`src/rtl/mem_stage_sram.sv`:
```
// ============================================================================
//  mem_stage_sram
//  MEM stage: multi-cycle single-port SRAM access with pipeline freeze and
//  MEM/WB register.
//  Revision: 1.0
// ============================================================================
`default_nettype none

module mem_stage_sram #(
  parameter int DATA_W      = 32,
  parameter int ADDR_W      = 16,
  parameter int BASE_ADDR   = 1024,
  parameter int WAIT_CYCLES = 4
) (
  input  logic              clk,
  input  logic              rst,
  input  logic              wb_en_in,
  input  logic [1:0]        mem_signal_in,
  input  logic [4:0]        dest_in,
  input  logic [DATA_W-1:0] pc_in,
  input  logic [DATA_W-1:0] alu_result_in,
  input  logic [DATA_W-1:0] reg2_in,
  output logic              freeze,
  output logic [ADDR_W-1:0] sram_addr,
  output logic [DATA_W-1:0] sram_wdata,
  output logic              sram_we_n,
  output logic              sram_oe_n,
  input  logic [DATA_W-1:0] sram_rdata,
  output logic              wb_en_out,
  output logic              mem_r_en_out,
  output logic [4:0]        dest_out,
  output logic [DATA_W-1:0] pc_out,
  output logic [DATA_W-1:0] alu_result_out,
  output logic [DATA_W-1:0] mem_data_out
);

  localparam int                CNT_W    = (WAIT_CYCLES > 1) ? $clog2(WAIT_CYCLES) : 1;
  localparam logic [CNT_W-1:0]  CNT_LAST = CNT_W'(WAIT_CYCLES - 1);
  localparam logic [DATA_W-1:0] BASE     = DATA_W'(BASE_ADDR);

  typedef enum logic [1:0] {
    S_IDLE   = 2'd0,
    S_ACCESS = 2'd1,
    S_DONE   = 2'd2
  } state_t;

  state_t             state_q, state_d;
  logic [CNT_W-1:0]   cnt_q, cnt_d;
  logic [DATA_W-1:0]  rdata_q, rdata_d;

  logic               wb_en_q;
  logic               mem_r_en_q;
  logic [4:0]         dest_q;
  logic [DATA_W-1:0]  pc_q;
  logic [DATA_W-1:0]  alu_q;
  logic [DATA_W-1:0]  mem_data_q;

  logic [DATA_W-1:0]  w_offset;
  logic [DATA_W-1:0]  w_word;
  logic               w_in_range;
  logic               w_mem_op;
  logic               w_is_load;
  logic               w_is_store;

  // Encoding 2'b11 is treated as a load with the write suppressed.
  assign w_mem_op   = |mem_signal_in;
  assign w_is_load  = mem_signal_in[1];
  assign w_is_store = (mem_signal_in == 2'b01);

  assign w_offset   = alu_result_in - BASE;
  assign w_word     = w_offset >> 2;
  assign w_in_range = (alu_result_in >= BASE) && ((w_word >> ADDR_W) == '0);

  always_ff @(posedge clk) begin
    if (rst) begin
      state_q <= S_IDLE;
      cnt_q   <= '0;
      rdata_q <= '0;
    end else begin
      state_q <= state_d;
      cnt_q   <= cnt_d;
      rdata_q <= rdata_d;
    end
  end

  always_comb begin
    state_d    = state_q;
    cnt_d      = cnt_q;
    rdata_d    = rdata_q;
    freeze     = 1'b0;
    sram_we_n  = 1'b1;
    sram_oe_n  = 1'b1;
    sram_addr  = '0;
    sram_wdata = '0;
    case (state_q)
      S_IDLE: begin
        if (w_mem_op) begin
          freeze  = 1'b1;
          cnt_d   = '0;
          state_d = S_ACCESS;
        end
      end
      S_ACCESS: begin
        freeze     = 1'b1;
        sram_addr  = w_word[ADDR_W-1:0];
        sram_wdata = reg2_in;
        sram_oe_n  = !w_is_load;
        sram_we_n  = !(w_is_store && w_in_range);
        cnt_d      = cnt_q + CNT_W'(1);
        if (cnt_q == CNT_LAST) begin
          rdata_d = w_in_range ? sram_rdata : '0;
          cnt_d   = '0;
          state_d = S_DONE;
        end
      end
      S_DONE: begin
        sram_addr  = w_word[ADDR_W-1:0];
        sram_wdata = reg2_in;
        state_d    = S_IDLE;
      end
      default: state_d = S_IDLE;
    endcase
  end

  // While frozen only the enables are cleared so a bubble cannot write back.
  always_ff @(posedge clk) begin
    if (rst) begin
      wb_en_q    <= 1'b0;
      mem_r_en_q <= 1'b0;
      dest_q     <= '0;
      pc_q       <= '0;
      alu_q      <= '0;
      mem_data_q <= '0;
    end else if (freeze) begin
      wb_en_q    <= 1'b0;
      mem_r_en_q <= 1'b0;
    end else begin
      wb_en_q    <= wb_en_in;
      mem_r_en_q <= mem_signal_in[1];
      dest_q     <= dest_in;
      pc_q       <= pc_in;
      alu_q      <= alu_result_in;
      mem_data_q <= (state_q == S_DONE) ? rdata_q : '0;
    end
  end

  assign wb_en_out      = wb_en_q;
  assign mem_r_en_out   = mem_r_en_q;
  assign dest_out       = dest_q;
  assign pc_out         = pc_q;
  assign alu_result_out = alu_q;
  assign mem_data_out   = mem_data_q;

endmodule

`default_nettype wire

```
`config.mk`:
```
export PLATFORM = sky130hd
export DESIGN_NAME = mem_stage_sram
export DESIGN_NICKNAME = d
export VERILOG_FILES = /design/src/rtl/mem_stage_sram.sv
export SDC_FILE = /design/constraint.sdc
export NUM_CORES = 1
export LEC_CHECK = 0
export CORE_MARGIN = 4
export CORE_UTILIZATION = 44
export CTS_BUF_LIST = sky130_fd_sc_hd__clkbuf_8
export DETAILED_ROUTE_END_ITERATION = 12
export PLACE_DENSITY = 0.84
export RECOVER_POWER = 25
export SYNTH_ARGS = -nofsm -noshare
export SYNTH_HDL_FRONTEND = slang
export SYNTH_SLANG_ARGS = --single-unit
```
`constraint.sdc`:
```
create_clock -name clk -period 8.95 [get_ports clk]
set_clock_uncertainty 0.05 [all_clocks]
set_input_delay 1.3425 -clock clk [delete_from_list [all_inputs] [get_ports clk]]
set_output_delay 1.3425 -clock clk [all_outputs]
set_load 0.005 [all_outputs]
```
Yosys cells after proc, flatten, opt, wreduce, memory -nomap -nowiden:

Index checks and enable logic that the tools add are counted.
Widths: inputs -> output; s select.

* bits in registers: 139
* output and inout bits: 154

* multiplexer cells: 14
* order comparisons: 1
* equality and inequality tests: 6
* reductions and logical operators: 13
* add/subtract/negate cells: 2

Operators by type and width (number)
* $mux 32: 3
* $ge 32x11->1 const B: 1
* $logic_not 32->1: 1
* $sub 32x11->32 const B: 1
* $mux 16: 1
* $mux 2: 4
* $pmux 2 s2: 2
* $reduce_and 2->1: 3
* $reduce_or 2->1: 3
* $eq 2x1->1 const B: 2
* $eq 2x2->1 const B: 2
* $ne 2x2->1 const B: 2
* $mux 1: 3
* $add 2x1->2 const B: 1
* $logic_and 1x1->1: 2
* $logic_not 1->1: 2
* $logic_not 2->1: 1
* $pmux 1 s2: 1
* $reduce_bool 2->1: 1

Depth between registers and ports, before layout:

* depth after elaboration: 6
* gate-level depth with buffers: 9
* gate-level depth less buffers: 7

Worst setup path after synthesis:

No wires, ideal clock.

* path type: input to output
* start: input alu_result_in[10]
* end: output sram_we_n
* path buffers: 1
* arrival time: 3588 ps
* path slack: 3970 ps
* cell stages on the path: 8
* cell sequence: inv_1 > ha_1 > or4b_2 > o22ai_1 > a22oi_1 > or4_1 > clkbuf_1 > or4_1

* cells in the longest elaborated chain, start to end: 6
* elaborated cells between the ends (all ways): 7
* those cells by class: add/sub: 1; order compare: 1; mux: 1; reduce/logical: 4

RTL lines
* start: declaration: line 21 `input logic [DATA_W-1:0] alu_result_in,`
* $sub 32x11->32: line 70 `assign w_offset = alu_result_in - BASE;`
* $logic_not 32->1: line 72 `assign w_in_range = (alu_result_in >= BASE) && ((w_word >> ADDR_W) == '0);`
* $logic_and 1x1->1 *: line 72
* $logic_and 1x1->1 *: line 108 `sram_we_n = !(w_is_store && w_in_range);`
* $logic_not 1->1 *: line 108
* $mux 1 *: line 95 `case (state_q)`
* end: declaration: line 26 `output logic sram_we_n,`

Mark *: on every way between the ends. The rest lies on a longest branch, timed or not.

Worst setup path after layout:

Same ends and word-level chain as after synthesis.

==> qor.log <==
qor: timing.setup_violations 0
qor: setup_path.worst_setup_path_start_kind primary input
qor: outcome.violations capacitance limit, slew limit
qor: timing.min_period 6.46 ns
qor: synth.synth_seq_cells 139
qor: routing.post_drt_wl_per_cell 16.8 um
qor: timing.final.period_utilization 72.2%
qor: timing.worst_pin_slew 3.26 ns
qor: routing.route.vias.total 5,671
qor: clocking.tritoncts_clock_tree built
qor: finish.layout_commonest_cell clkdlybuf4s50_1
qor: global_route.grt_pass1_wl 28,400 um
qor: timing.setup_repair_after_global_routing_missed_its_margin no
qor: routing.postRouteAntennaNets 0
qor: job.maxCapViolations 1
qor: global_route.grt_max_degree 80
qor: routing.iteration_0_drc_count_of_the_detailed_router 413
qor: place.gpl.final_weighted_congestion 0.853
qor: clocking.cts_clk_pin_slew_worst_paths 0.07 ns
qor: synth.netlist_area 0.00555 mm^2
qor: place.post-dp-hpwl 13,400 um
qor: routing.postRouteWirelength 18,800 um
qor: floorplanning.placeableCoreArea 0.0122 mm^2
qor: power.ir_drop 0.132 mV
qor: setup_path.arrival 5.07 ns
qor: floorplanning.initial_core_utilization 45.7%
qor: clocking.cts-root-buf clkbuf_8
qor: synth.yosysUniqueCellTypes 44
qor: floorplanning.floorplan.io_pins 292
qor: clocking.clock_insertion_delay_worst_skew 0.44 ns
qor: hold_path.hold_end alu_result_out[30]$_SDFFE_PP0N_
qor: global_route.overflow 0
qor: floorplanning.die_area 0.0145 mm^2
qor: routing.drt_first_pass_iters 4
qor: outcome.status finished, violations left
qor: global_route.grt_use_total 25.2%
qor: finish.area_delta_synth_final 61.9%
qor: routing.drcViolationCount 0
qor: synth.top_flip_flop_cell_by_instance_count_after_synthesis dfxtp_1
qor: timing.hold_viol 0
qor: finish.design_area 0.00899 mm^2
qor: floorplanning.die_x 120 um
qor: power.power.density_cell_area 175 mW/mm^2
qor: global_route.grt_pass1_vias 5,368
qor: clocking.clock_path_buffers 2
qor: setup_path.required 7.56 ns
qor: clocking.post_cts_setup_buffers 0
qor: setup_path.critical_path_peak_fanout 33
qor: power.p_leak 3.44 nW
qor: timing.relSlewSlack -117%
qor: clocking.ctsHtreeMaxLevel 4
qor: timing.final-max-slew-violation-count 73
qor: place.post-place-ws 2.52 ns
qor: synth.synth_edf_count 0
qor: synth.asyncSetResetFlopFracSynth 0%
qor: synth.seq_area_frac_synth 50.1%
qor: synth.syn_inst 669
qor: finish.final_nets 1,081
qor: floorplanning.core.rowCount 40
qor: finish.drive_above_1_share 5.36%
qor: setup_path.path_type_of_the_worst_setup_path primary input to primary output
qor: finish.insertedDiodeCount 0
qor: hold_path.timing.hold.worst.start alu_result_out[30]$_SDFFE_PP0N_
qor: finish.layout_common_cells 221 x clkdlybuf4s50_1, 211 x nand2_1, 139 x dfxtp_1, 73 x a21oi_1, 69 x dlygate4sd3_1
qor: floorplanning.die_h 120 um
qor: timing.postLayoutSetupSlackWorst 2.49 ns
qor: clocking.cts_resized 0
qor: setup_path.worst_r2r_endpoint mem_data_out[28]$_SDFFE_PP0N_
qor: finish.fill_cell_total_of_the_finished_layout 950
qor: place.port_buffers 291
qor: synth.synth_fp_nets 812
qor: hold_path.hold_path_class flip-flop to flip-flop
qor: clocking.numClockSinks 139
qor: setup_path.critPathCaptureType primary output
qor: hold_path.count_of_cells_along_the_worst_hold_path 2
qor: setup_path.worstReg2RegStart state_q[1]$_SDFFE_PP0P_
qor: setup_path.rr_worst_depth 8
qor: synth.ys.warnings.count 0
qor: timing.timing.fmax 155 MHz
qor: setup_path.worst-r2r-setup-slack 4.92 ns
qor: place.placedInstanceArea 0.00857 mm^2
qor: clocking.tritoncts.num_buffers 17
qor: timing.tns 0 ns
qor: clocking.cts_hold_repair_buffers 0
qor: finish.final_cell_utilization_of_the_core 73.9%
qor: routing.vias_per_cell 5.07
qor: global_route.initial_antenna_violation_count 1
qor: synth.syn_area_per_cell 8.30 um^2
==> through the flow <==
step                hold WS, ns  std cells  power, W
finish                    0.400       1119   0.00157
global route              0.418       1119   0.00165
CTS                       0.405       1119   0.00160
detailed placement        0.390       1087   0.00106
global placement          0.384       1087   0.00105
floorplan                 0.376        669  0.000825
==> worst max-delay path by stage <==
stage,from,end,depth (start not counted),slack (ns)
6_report,alu_result_in[10],sram_we_n,10,2.49
3_5_place_dp,alu_result_in[10],sram_we_n,10,2.52
3_3_place_gp,alu_result_in[10],sram_we_n,10,2.58
2_1_floorplan,alu_result_in[10],sram_we_n,8,3.97
4_1_cts,alu_result_in[10],sram_we_n,10,2.51
5_1_grt,alu_result_in[10],sram_we_n,10,2.31
==> cell families (layout without fill, tap and decap cells) <==
group / after synthesis / after routing / share of synthesized area (%)
flip-flops: 139 / 139 / 50.1
XOR/XNOR: 4 / 4 / 0.631
buffers and inverters: 58 / 340 / 4.12
AND/OR/NAND/NOR: 303 / 303 / 25.0
AO/OA/AOI/OAI: 160 / 160 / 19.0
adder cells (fa/ha/maj): 5 / 5 / 1.13
==> cell type report <==
type	instances	area, um^2	share of cell area (%)
timing repair buffer	300	2970	33.0
multi-input combinational	472	2570	28.6
tap	168	210	2.34
inverter	8	30.0	0.334
clock inverter	13	164	1.82
sequential	139	2780	30.9
clock buffer	19	262	2.91
==> per-layer routing <==
layer	vias to the layer above	track usage, %	share of wire (%)
met4	2	11.7	3.3
li1	2829	-	-
met5	-	0	0.069
met2	229	41.6	49
met1	2572	28.4	38
met3	39	10.3	9.2
==> state kept, by name, summed over array words and instances (netlist names) <==
signal and cells:
mem_data_out 32, state_q 2, mem_r_en_out 1, alu_result_out 32, rdata_q 32, cnt_q 2, dest_out 5, wb_en_out 1
pc_out 32
==> where the power goes <==
| part | switching [W] | internal [W] | leakage [nW] |
|---|---|---|---|
| sequential | 0.0000167 | 0.000655 | 1.13 |
| clock | 0.000249 | 0.000292 | 0.218 |
| combinational | 0.000168 | 0.000190 | 2.09 |
==> critical path, cell delays in order <==
cell and delay (ns):
clkdlybuf4s50_1 0.66, inv_1 0.08, ha_1 0.29, or4b_2 0.63, o22ai_1 0.16, a22oi_1 0.09, or4_1 0.53, buf_4 0.25
or4_1 0.54, clkdlybuf4s50_1 0.48
==> synthesized netlist by cell type, drive strengths merged, types with 3 or more instances <==
cell type | count | share of area, %
o31ai | 34 | 4.6
nor3b | 4 | 0.54
nor2b | 5 | 0.56
nor2 | 11 | 0.74
a21boi | 3 | 0.41
ha | 5 | 1.1
nor3 | 4 | 0.36
clkbuf | 46 | 3.1
nor4 | 8 | 1.4
dfxtp | 139 | 50
a21oi | 75 | 6.8
and2 | 42 | 4.7
nand4 | 4 | 0.45
xnor2 | 3 | 0.47
or4 | 3 | 0.41
inv | 8 | 0.54
buf | 4 | 0.47
a22o | 32 | 5.0
nand2 | 211 | 14
Power figures use the tool's default switching activity.
